==> config.mk <==
export PLATFORM = sky130hd
export DESIGN_NAME = control_sequencer_flat
export DESIGN_NICKNAME = d
export VERILOG_FILES = /design/src/rtl/ctrl_pkg.sv /design/src/rtl/control_sequencer_if.sv /design/src/rtl/control_rom.sv /design/src/rtl/control_sequencer.sv /design/src/flat_wrapper.sv
export SDC_FILE = /design/constraint.sdc
export NUM_CORES = 1
export LEC_CHECK = 0
export CORE_MARGIN = 2
export CORE_UTILIZATION = 38
export DETAILED_ROUTE_END_ITERATION = 8
export GPL_TIMING_DRIVEN = 0
export HOLD_SLACK_MARGIN = 0.1
export PLACE_DENSITY = 0.84
export SETUP_SLACK_MARGIN = 0.15
export SLEW_MARGIN = 20
export SYNTH_ARGS = -nofsm -noshare
export SYNTH_HDL_FRONTEND = slang
export SYNTH_HIERARCHICAL = 1
export SYNTH_SLANG_ARGS = --single-unit
==> constraint.sdc <==
create_clock -name CLK -period 2.4 [get_ports CLK]
set_clock_uncertainty 0.15 [all_clocks]
set_input_delay 0.6 -clock CLK [delete_from_list [all_inputs] [get_ports CLK]]
set_output_delay 0.6 -clock CLK [all_outputs]
set_load 0.01 [all_outputs]
==> src/rtl/ctrl_pkg.sv <==
// Shared definitions for the 4-bit computer control sequencer: ISA opcodes,
// ALU operation codes, sequencer state encodings and the control word.
package ctrl_pkg;

    localparam int OPW = 4;
    localparam int AW  = 4;

    localparam logic [OPW-1:0] OP_NOP = 4'h0;
    localparam logic [OPW-1:0] OP_LDA = 4'h1;
    localparam logic [OPW-1:0] OP_ADD = 4'h2;
    localparam logic [OPW-1:0] OP_SUB = 4'h3;
    localparam logic [OPW-1:0] OP_STA = 4'h4;
    localparam logic [OPW-1:0] OP_LDI = 4'h5;
    localparam logic [OPW-1:0] OP_JMP = 4'h6;
    localparam logic [OPW-1:0] OP_JZ  = 4'h7;
    localparam logic [OPW-1:0] OP_JC  = 4'h8;
    localparam logic [OPW-1:0] OP_OUT = 4'h9;
    localparam logic [OPW-1:0] OP_HLT = 4'hF;

    localparam logic [1:0] ALU_PASS_MEM = 2'b00;
    localparam logic [1:0] ALU_ADD      = 2'b01;
    localparam logic [1:0] ALU_SUB      = 2'b10;
    localparam logic [1:0] ALU_PASS_IMM = 2'b11;

    typedef enum logic [2:0] {
        S_IDLE   = 3'b000,
        S_F_ADDR = 3'b001,
        S_F_INST = 3'b010,
        S_DECODE = 3'b011,
        S_EX1    = 3'b100,
        S_EX2    = 3'b101,
        S_EX3    = 3'b110,
        S_HALT   = 3'b111
    } state_t;

    typedef struct packed {
        logic       ir_we;
        logic       pc_inc;
        logic       pc_load;
        logic       pc_oe;
        logic       addr_oe;
        logic       mar_we;
        logic       ram_re;
        logic       ram_we;
        logic       acc_we;
        logic       acc_oe;
        logic       b_we;
        logic [1:0] alu_op;
        logic       flag_we;
        logic       out_we;
    } ctrl_word_t;

    // Opcodes 1..9 have at least one execute step; A..E fall back to NOP.
    function automatic logic has_exec(input logic [OPW-1:0] op);
        return (op >= OP_LDA) && (op <= OP_OUT);
    endfunction

    // Memory-operand instructions go through EX2 after addressing in EX1.
    function automatic logic needs_ex2(input logic [OPW-1:0] op);
        return (op == OP_LDA) || (op == OP_ADD) || (op == OP_SUB) || (op == OP_STA);
    endfunction

    // Arithmetic needs a third step to combine B with the accumulator.
    function automatic logic needs_ex3(input logic [OPW-1:0] op);
        return (op == OP_ADD) || (op == OP_SUB);
    endfunction

endpackage

==> src/rtl/control_sequencer_if.sv <==
// Bundle between the sequencer and the datapath: IR/flag/run inputs toward
// the sequencer and every control strobe back toward the datapath.
interface control_sequencer_if;
    import ctrl_pkg::*;

    logic [OPW-1:0] INST;
    logic [AW-1:0]  ADDR;
    logic           RUN;
    logic           PRGM;
    logic           ZF;
    logic           CF;
    logic           IR_WE;
    logic           PC_INC;
    logic           PC_LOAD;
    logic           PC_OE;
    logic           ADDR_OE;
    logic           MAR_WE;
    logic           RAM_RE;
    logic           RAM_WE;
    logic           ACC_WE;
    logic           ACC_OE;
    logic           B_WE;
    logic [1:0]     ALU_OP;
    logic           FLAG_WE;
    logic           OUT_WE;
    logic           HALTED;
    logic           PRGM_ACK;
    logic [2:0]     STATE;

    modport master (
        input  INST, ADDR, RUN, PRGM, ZF, CF,
        output IR_WE, PC_INC, PC_LOAD, PC_OE, ADDR_OE, MAR_WE, RAM_RE, RAM_WE,
               ACC_WE, ACC_OE, B_WE, ALU_OP, FLAG_WE, OUT_WE, HALTED, PRGM_ACK, STATE
    );

    modport slave (
        output INST, ADDR, RUN, PRGM, ZF, CF,
        input  IR_WE, PC_INC, PC_LOAD, PC_OE, ADDR_OE, MAR_WE, RAM_RE, RAM_WE,
               ACC_WE, ACC_OE, B_WE, ALU_OP, FLAG_WE, OUT_WE, HALTED, PRGM_ACK, STATE
    );

endinterface

==> src/rtl/control_rom.sv <==
// Pure combinational microcode: maps the current state, opcode and flags to
// the datapath control word. Idle, halt and program states yield all zeros.
module control_rom
    import ctrl_pkg::*;
(
    input  state_t         state,
    input  logic [OPW-1:0] inst,
    input  logic           zf,
    input  logic           cf,
    output ctrl_word_t     cw
);

    // Decode the control word for the current microstep
    always_comb begin
        cw = '0;
        case (state)
            S_F_ADDR: begin
                cw.pc_oe  = 1'b1;
                cw.mar_we = 1'b1;
            end
            S_F_INST: begin
                cw.ram_re = 1'b1;
                cw.ir_we  = 1'b1;
                cw.pc_inc = 1'b1;
            end
            S_EX1: begin
                case (inst)
                    OP_LDA, OP_ADD, OP_SUB, OP_STA: begin
                        cw.addr_oe = 1'b1;
                        cw.mar_we  = 1'b1;
                    end
                    OP_LDI: begin
                        cw.acc_we = 1'b1;
                        cw.alu_op = ALU_PASS_IMM;
                    end
                    OP_JMP: cw.pc_load = 1'b1;
                    OP_JZ:  cw.pc_load = zf;
                    OP_JC:  cw.pc_load = cf;
                    OP_OUT: begin
                        cw.acc_oe = 1'b1;
                        cw.out_we = 1'b1;
                    end
                    default: ;
                endcase
            end
            S_EX2: begin
                case (inst)
                    OP_LDA: begin
                        cw.ram_re = 1'b1;
                        cw.acc_we = 1'b1;
                        cw.alu_op = ALU_PASS_MEM;
                    end
                    OP_ADD, OP_SUB: begin
                        cw.ram_re = 1'b1;
                        cw.b_we   = 1'b1;
                    end
                    OP_STA: begin
                        cw.acc_oe = 1'b1;
                        cw.ram_we = 1'b1;
                    end
                    default: ;
                endcase
            end
            S_EX3: begin
                if (needs_ex3(inst)) begin
                    cw.acc_we  = 1'b1;
                    cw.flag_we = 1'b1;
                    cw.alu_op  = (inst == OP_ADD) ? ALU_ADD : ALU_SUB;
                end
            end
            default: ;
        endcase
    end

endmodule

==> src/rtl/control_sequencer.sv <==
// Fetch/decode/execute sequencer for the 4-bit computer. Holds the state
// register and the PROGRAM flag; strobes come from control_rom.
module control_sequencer
    import ctrl_pkg::*;
(
    input  logic                CLK,
    input  logic                RESET_N,
    control_sequencer_if.master bus
);

    state_t     state;
    state_t     state_next;
    logic       prog;
    logic       prog_next;
    logic       boundary;
    ctrl_word_t cw;

    control_rom rom (
        .state (state),
        .inst  (bus.INST),
        .zf    (bus.ZF),
        .cf    (bus.CF),
        .cw    (cw)
    );

    // State register and PROGRAM flag; reset abandons any instruction in flight
    always_ff @(posedge CLK) begin
        if (!RESET_N) begin
            state <= S_IDLE;
            prog  <= 1'b0;
        end else begin
            state <= state_next;
            prog  <= prog_next;
        end
    end

    // Next-state selection, with RUN/PRGM only consulted at instruction boundaries
    always_comb begin
        state_next = state;
        prog_next  = prog;
        boundary   = 1'b0;
        if (prog) begin
            // The state register parks in IDLE so every strobe stays low.
            state_next = S_IDLE;
            prog_next  = bus.PRGM;
        end else begin
            case (state)
                S_IDLE: begin
                    if (bus.PRGM)
                        prog_next = 1'b1;
                    else if (bus.RUN)
                        state_next = S_F_ADDR;
                end
                S_F_ADDR: state_next = S_F_INST;
                S_F_INST: state_next = S_DECODE;
                S_DECODE: begin
                    if (bus.INST == OP_HLT)
                        state_next = S_HALT;
                    else if (has_exec(bus.INST))
                        state_next = S_EX1;
                    else
                        boundary = 1'b1;
                end
                S_EX1: begin
                    if (needs_ex2(bus.INST))
                        state_next = S_EX2;
                    else
                        boundary = 1'b1;
                end
                S_EX2: begin
                    if (needs_ex3(bus.INST))
                        state_next = S_EX3;
                    else
                        boundary = 1'b1;
                end
                S_EX3: boundary = 1'b1;
                S_HALT: begin
                    if (bus.PRGM) begin
                        prog_next  = 1'b1;
                        state_next = S_IDLE;
                    end
                end
                default: state_next = S_IDLE;
            endcase
            if (boundary) begin
                if (bus.PRGM) begin
                    prog_next  = 1'b1;
                    state_next = S_IDLE;
                end else if (!bus.RUN) begin
                    state_next = S_IDLE;
                end else begin
                    state_next = S_F_ADDR;
                end
            end
        end
    end

    // Drive the interface from the control word and the registered state
    always_comb begin
        bus.IR_WE    = cw.ir_we;
        bus.PC_INC   = cw.pc_inc;
        bus.PC_LOAD  = cw.pc_load;
        bus.PC_OE    = cw.pc_oe;
        bus.ADDR_OE  = cw.addr_oe;
        bus.MAR_WE   = cw.mar_we;
        bus.RAM_RE   = cw.ram_re;
        bus.RAM_WE   = cw.ram_we;
        bus.ACC_WE   = cw.acc_we;
        bus.ACC_OE   = cw.acc_oe;
        bus.B_WE     = cw.b_we;
        bus.ALU_OP   = cw.alu_op;
        bus.FLAG_WE  = cw.flag_we;
        bus.OUT_WE   = cw.out_we;
        bus.HALTED   = (state == S_HALT);
        bus.PRGM_ACK = prog;
        bus.STATE    = state;
    end

    // Bus drivers are mutually exclusive; the operand must be defined when driven
    always_ff @(posedge CLK) begin
        if (RESET_N) begin
            assert ($onehot0({cw.pc_oe, cw.addr_oe, cw.acc_oe, cw.ram_re}));
            assert (!(cw.addr_oe && $isunknown(bus.ADDR)));
        end
    end

endmodule

==> src/flat_wrapper.sv <==
// flat-port wrapper written by rule: the top's interface ports become plain ports
module control_sequencer_flat import ctrl_pkg::*;
  (CLK, RESET_N, bus_INST, bus_ADDR, bus_RUN, bus_PRGM, bus_ZF, bus_CF, bus_IR_WE, bus_PC_INC, bus_PC_LOAD, bus_PC_OE, bus_ADDR_OE, bus_MAR_WE, bus_RAM_RE, bus_RAM_WE, bus_ACC_WE, bus_ACC_OE, bus_B_WE, bus_ALU_OP, bus_FLAG_WE, bus_OUT_WE, bus_HALTED, bus_PRGM_ACK, bus_STATE);
  control_sequencer_if bus_i ();
  input  logic CLK;
  input  logic RESET_N;
  input wire logic [$bits(bus_i.INST)-1:0] bus_INST;
  input wire logic [$bits(bus_i.ADDR)-1:0] bus_ADDR;
  input wire logic [$bits(bus_i.RUN)-1:0] bus_RUN;
  input wire logic [$bits(bus_i.PRGM)-1:0] bus_PRGM;
  input wire logic [$bits(bus_i.ZF)-1:0] bus_ZF;
  input wire logic [$bits(bus_i.CF)-1:0] bus_CF;
  output wire logic [$bits(bus_i.IR_WE)-1:0] bus_IR_WE;
  output wire logic [$bits(bus_i.PC_INC)-1:0] bus_PC_INC;
  output wire logic [$bits(bus_i.PC_LOAD)-1:0] bus_PC_LOAD;
  output wire logic [$bits(bus_i.PC_OE)-1:0] bus_PC_OE;
  output wire logic [$bits(bus_i.ADDR_OE)-1:0] bus_ADDR_OE;
  output wire logic [$bits(bus_i.MAR_WE)-1:0] bus_MAR_WE;
  output wire logic [$bits(bus_i.RAM_RE)-1:0] bus_RAM_RE;
  output wire logic [$bits(bus_i.RAM_WE)-1:0] bus_RAM_WE;
  output wire logic [$bits(bus_i.ACC_WE)-1:0] bus_ACC_WE;
  output wire logic [$bits(bus_i.ACC_OE)-1:0] bus_ACC_OE;
  output wire logic [$bits(bus_i.B_WE)-1:0] bus_B_WE;
  output wire logic [$bits(bus_i.ALU_OP)-1:0] bus_ALU_OP;
  output wire logic [$bits(bus_i.FLAG_WE)-1:0] bus_FLAG_WE;
  output wire logic [$bits(bus_i.OUT_WE)-1:0] bus_OUT_WE;
  output wire logic [$bits(bus_i.HALTED)-1:0] bus_HALTED;
  output wire logic [$bits(bus_i.PRGM_ACK)-1:0] bus_PRGM_ACK;
  output wire logic [$bits(bus_i.STATE)-1:0] bus_STATE;
  assign bus_i.INST = bus_INST;
  assign bus_i.ADDR = bus_ADDR;
  assign bus_i.RUN = bus_RUN;
  assign bus_i.PRGM = bus_PRGM;
  assign bus_i.ZF = bus_ZF;
  assign bus_i.CF = bus_CF;
  assign bus_IR_WE = bus_i.IR_WE;
  assign bus_PC_INC = bus_i.PC_INC;
  assign bus_PC_LOAD = bus_i.PC_LOAD;
  assign bus_PC_OE = bus_i.PC_OE;
  assign bus_ADDR_OE = bus_i.ADDR_OE;
  assign bus_MAR_WE = bus_i.MAR_WE;
  assign bus_RAM_RE = bus_i.RAM_RE;
  assign bus_RAM_WE = bus_i.RAM_WE;
  assign bus_ACC_WE = bus_i.ACC_WE;
  assign bus_ACC_OE = bus_i.ACC_OE;
  assign bus_B_WE = bus_i.B_WE;
  assign bus_ALU_OP = bus_i.ALU_OP;
  assign bus_FLAG_WE = bus_i.FLAG_WE;
  assign bus_OUT_WE = bus_i.OUT_WE;
  assign bus_HALTED = bus_i.HALTED;
  assign bus_PRGM_ACK = bus_i.PRGM_ACK;
  assign bus_STATE = bus_i.STATE;
  control_sequencer u_core (.CLK(CLK), .RESET_N(RESET_N), .bus(bus_i));
endmodule
; ---- Yosys cells after proc, flatten, opt, wreduce, memory -nomap -nowiden
; Index checks and enable logic that the tools add are counted.
[word_totals]
input_bits = 14
ff_bits = 4
out_inout_bits = 20
elab_cells = 88
[classes]
reduce_logical = 13
n_lt_le_gt_ge = 2
eq_ne = 23
bitwise = 1
muxes = 47
[ops]
columns = op, n
row1 = 3-bit two-way mux, 10
row2 = 1-bit two-way mux, 25
row3 = 3-bit one-hot mux with 7 select lines, 1
row4 = "4-bit by 3-bit == test with 1-bit output, second input constant", 4
row5 = "3-bit == test, second input constant", 4
row6 = "4-bit == test, second input constant", 3
row7 = "3-bit by 2-bit != test with 1-bit output, second input constant", 3
row8 = "4-bit by 2-bit == test with 1-bit output, second input constant", 2
row9 = 2-bit two-way mux, 4
row10 = 8-bit nonzero test, 1
row11 = 7-bit AND reduction, 1
row12 = "3-bit by 2-bit == test with 1-bit output, second input constant", 2
row13 = "3-bit by 1-bit != test with 1-bit output, second input constant", 2
row14 = 1-bit one-hot mux with 2 select lines, 3
row15 = 1-bit one-hot mux with 3 select lines, 2
row16 = 2-bit OR reduction, 3
row17 = "4-bit by 1-bit == test with 1-bit output, second input constant", 1
row18 = "4-bit by 1-bit greater-or-equal comparator with 1-bit output, second input constant", 1
row19 = "4-bit less-or-equal comparator, second input constant", 1
row20 = 1-bit logical OR, 4
row21 = "4-bit by 1-bit != test with 1-bit output, second input constant", 1
row22 = 1-bit one-hot mux with 4 select lines, 1
row23 = 2-bit one-hot mux with 2 select lines, 1
row24 = 4-bit OR reduction, 1
row25 = 5 further kinds, 5

; ---- Logic depth before layout (Yosys ltp)
; Gate-level depths: netlist (run 1).
[logic_depth]
ltp_word = 9
ltp_mapped = 6
mapped_depth_nobuf = 5

; ---- By module
; Netlist (run 1), hierarchy kept.
[modules_own_cells]
columns = mod, n_inst, seq_area_each_um2, area_each_um2, cells_per_inst
row1 = control_sequencer, 1, 80.1, 372.9, 53
row2 = control_rom, 1, 0.0, 249.0, 39

; ---- Least setup slack after synthesis (run 1)
; OpenSTA, ideal clock, no wires.
[synth_timing]
kind = input port to output port
start = input port bus_INST[2]
end = output port bus_ALU_OP[0]
cell_stages = 4
arrival_time_ns = 1.469
required_ns = 1.650
path_slack_ns = 0.181
n_path_buf = 1
cell_sequence = clkbuf_1 -> nand2b_1 -> or3_1 -> mux2i_1
[synth_between]
elab_chain_cells = 4
elab_cells_between_ends = 8
cone_classes = eq/ne (3) / mux (4) / reduce/logical (1)
[synth_rtl]
columns = element, line_no
row1 = start: declaration, flat_wrapper.sv:7  ; input wire logic [$bits(bus_i.INST)-1:0] bus_INST;
row2 = 4-bit by 2-bit == test with 1-bit output (on tied branches), "ctrl_pkg.sv:65, control_rom.sv:68"
row3 = 2-bit two-way mux or 1-bit logical OR (tied branches), "control_rom.sv:68, ctrl_pkg.sv:65"
row4 = 3-bit two-way mux, control_rom.sv:65  ; if (needs_ex3(inst)) begin
row5 = 2-bit one-hot mux with 2 select lines *, control_rom.sv:16  ; case (state)
row6 = end: declaration, flat_wrapper.sv:24  ; output wire logic [$bits(bus_i.ALU_OP)-1:0] bus_ALU_OP;
; Mark *: on every way between the ends. The rest lies on a longest branch, timed or not.

; ---- Worst setup path after layout (run 1)
[layout_timing]
start = register u_core.state[1] (netlist: u_core/bus.STATE[1])
end = output port bus_ALU_OP[0]
[layout_between]
elab_chain_cells = 2
elab_cells_between_ends = 3
cone_classes = eq/ne (2) / mux (1)
[layout_rtl]
columns = element, line_no
row1 = start: declaration, control_sequencer.sv:11  ; state_t state;
row2 = start signal: assignment, control_sequencer.sv:32  ; state <= state_next;
row3 = 3-bit == test, control_rom.sv:16
row4 = 2-bit one-hot mux with 2 select lines *, control_rom.sv:16
; Marked as above.

==> results of run 1 <==
==> critical path: stages, from the launching register on <==
cell     delay, ns
dfxtp_4       0.34
or3b_4        0.41
or3_4         0.38
mux2i_1       0.15
buf_2         0.15
==> logic make-up (layout without fill, tap and decap cells) <==
family	count (synthesis)	count (layout)	share of synthesized area, %
AOI/OAI and AO/OA	28	28	32.19
xor gates and xnor gates	3	3	4.226
buffers and inverters	12	62	8.250
DFF	4	4	12.88
muxes	1	1	1.610
and+or+nand+nor	44	44	40.85
==> cells in the final DEF, fill, tap and decap left out, types with 4 or more instances in the layout <==
cell	instances
buf_4	16
buf_2	9
clkdlybuf4s50_1	8
nor2_1	7
buf_6	6
dlygate4sd2_1	6
inv_1	6
a21oi_1	6
nand2_1	5
clkbuf_4	4
nand2b_1	4
o21ai_0	4
==> what timing repair did <==
item,4_1_cts,5_1_grt
setup buffers,13,4
gates resized for setup,93,18
endpoints found under the setup margin,17,11
gates cloned,1,0
pin swaps,7,5
==> metal layers <==
metal	vias up	global-route usage, %
met5	-	0
li1	439	-
met4	0	7.879
met3	10	8.163
met1	437	27.07
met2	49	48.82
==> path summary, 6_finish.rpt <==
check        slack, ns  cells after the start                                to                              from
min               0.40                      2    u_core/bus.PRGM_ACK$_SDFF_PN0_    u_core/bus.PRGM_ACK$_SDFF_PN0_
min reg2reg       0.40                      2    u_core/bus.PRGM_ACK$_SDFF_PN0_    u_core/bus.PRGM_ACK$_SDFF_PN0_
max              -0.01                      4                     bus_ALU_OP[0]  u_core/bus.STATE[1]$_SDFFE_PP0P_
max reg2reg       0.64                      7  u_core/bus.STATE[1]$_SDFFE_PP0P_  u_core/bus.STATE[0]$_SDFFE_PP0P_
==> cell type report <==
type,count,area (µm²)
Buffer,6,63.81
Multi-Input combinational cell,76,584.3
Timing Repair Buffer,47,390.4
Clock buffer,3,22.52
Sequential cell,4,91.34
Tap cell,16,20.02
Fill cell,94,329.1
Inverter,6,22.52
==> sequential cells by signal, summed over array words and instances, names as in the netlist <==
| register | count |
|---|---|
| u_core/bus.PRGM_ACK | 1 |
| u_core/bus.STATE | 3 |
==> through the flow <==
| step | setup slack [ns] | power (mW) | std cells |
|---|---|---|---|
| CTS | 0.004316 | 0.2866 | 154 |
| global route | -0.04529 | 0.3194 | 158 |
| finish | -0.009834 | 0.3031 | 158 |
| floorplan | 0.1813 | 0.1290 | 92 |
| global placement | -0.9869 | 0.1698 | 137 |
| detailed placement | -1.013 | 0.1717 | 137 |
==> power breakdown <==
group          leakage (nW)  internal [mW]  total (mW)  switching (mW)
Clock                0.0138         0.0561      0.0858          0.0297
Sequential           0.0350         0.0678      0.0705         0.00273
Combinational         0.515         0.0763       0.147          0.0705
==> impl_metrics.py, run 1 <==
metrics = {
    "setup_path": {
        "worstPathRequired_ns": 1.65,
        "end_kind": "primary output",
        "crit_type": "flip-flop to primary output",
        "crit_fanout": 3,
        "startpoint_type": "flip-flop",
        "worstPathArrival_ns": 1.66,
    },
    "synth": {
        "async_flop_share_pct": 0,
        "ys_ff_latch": 4,
        "synth_cell_types": 43,
        "ys_top_cells_by_count": "nor2_1, a21oi_1, inv_1, nand2b_1, nand2_1",
        "yosysTopAreaCellShare_pct": 12.88,
        "netlist_instances": 92,
        "synth_seq_area_share_pct": 12.88,
        "synthesis.nets": 106,
        "yosys_warnings": 6,
        "synth_edf_count": 0,
        "syn_area_um2": 621.8,
        "synth_area_leaders": "dfxtp_1, nand2b_1, nor2_1, a21oi_1, inv_1",
        "yosysMostFrequentCell": "nor2_1",
        "synth_area_per_cell_um2": 6.759,
        "synth_flop_cell": "dfxtp_1",
        "yosysTopAreaCell": "dfxtp_1",
    },
    "clocking": {
        "cts_max_path_buffers": 2,
        "cts_htree_levels": 1,
        "cts_tree": "done",
        "cts_buffers": 3,
        "clkTransAtPathRegs_ns": 0.04,
        "hold_buffers": 0,
        "clock-root-buffer": "clkbuf_4",
        "clock_sinks": 4,
        "clk_latency_ns": 0.24,
    },
    "cells_and_area": {
        "fin_nets": 158,
        "antenna_cells": 0,
        "synthToLayoutAreaGrowth_pct": 92.15,
        "utilization_pct": 78.41,
        "stdcell_area_um2": 1195,
        "drive_above_1_share_pct": 45.77,
    },
    "routing": {
        "finalWirelength_mm": 2.669,
        "met3_length_um": 171,
        "detail_route.vias_per_cell": 5.918,
        "wire_per_inst_um": 16.89,
        "via_count": 935,
        "highest_layer": "met4",
        "dr.pass1.iters": 4,
        "ant_nets": 0,
        "remaining_drc_errors": 0,
        "routedLengthMet1_um": 982,
        "met2_length_mm": 1.434,
        "drt_iter0_markers": 43,
    },
    "global_routing": {
        "grtUsageTotal_pct": 25.94,
        "gr-total-overflow": 0,
        "grt_max_degree": 12,
        "grt_pass1_wl_mm": 3.808,
        "grt_pass1_vias": 874,
        "antenna_found_initial": 0,
    },
    "timing": {
        "slew-limit-headroom_pct": 75.24,
        "tightest_slew_ns": 0.3675,
        "hold_viol_final": 0,
        "finalSetupTns_ns": -0.01444,
        "final_max_slew_viol_count": 0,
        "setup_viol": 2,
        "finalWorstSetupSlack_ns": -0.009834,
        "period_needed_ns": 2.410,
        "fin_crit_sh_pct": 100.4,
        "worst_hold_slack_ns": 0.4033,
        "rsz0062_at_grt": "true",
        "max_freq_ghz": 0.4150,
    },
    "floorplanning": {
        "die_y_um": 44.45,
        "num_io_pins": 34,
        "core_area_um2": 1524,
        "start_util_pct": 40.80,
        "die_area_um2": 1976,
        "rows": 14,
        "die_w_um": 44.45,
    },
    "place": {
        "io_buffers": 29,
        "detailed_place.area_um2": 932.1,
        "gp_congestion": 0.8735,
        "place_hpwl_mm": 1.349,
    },
    "outcome": {
        "status": "finished with violations",
        "failed_checks": "setup timing",
    },
    "power_and_ir_drop": {
        "p_leak_nw": 0.5640,
        "peakVddDrop_mv": 0.3317,
        "powerDensity_nw_per_um2": 253.6,
    },
    "run": {
        "maxCapViolCount": 0,
    },
    "hold_path": {
        "hold_path_class": "flip-flop to flip-flop",
    },
}
No activity file was read; power rests on OpenSTA's default activity.
==> inputs of run 2 (changes only) <==
--- a/config.mk
+++ b/config.mk
@@ -8,11 +8,12 @@
 export CORE_MARGIN = 2
 export CORE_UTILIZATION = 38
 export DETAILED_ROUTE_END_ITERATION = 8
+export GPL_ROUTABILITY_DRIVEN = 0
 export GPL_TIMING_DRIVEN = 0
 export HOLD_SLACK_MARGIN = 0.1
 export PLACE_DENSITY = 0.84
 export SETUP_SLACK_MARGIN = 0.15
-export SLEW_MARGIN = 20
+export SLEW_MARGIN = 25
 export SYNTH_ARGS = -nofsm -noshare
 export SYNTH_HDL_FRONTEND = slang
 export SYNTH_HIERARCHICAL = 1
==> results of run 2 <==
Final layout, timing and power as in run 1 (identical DEF).
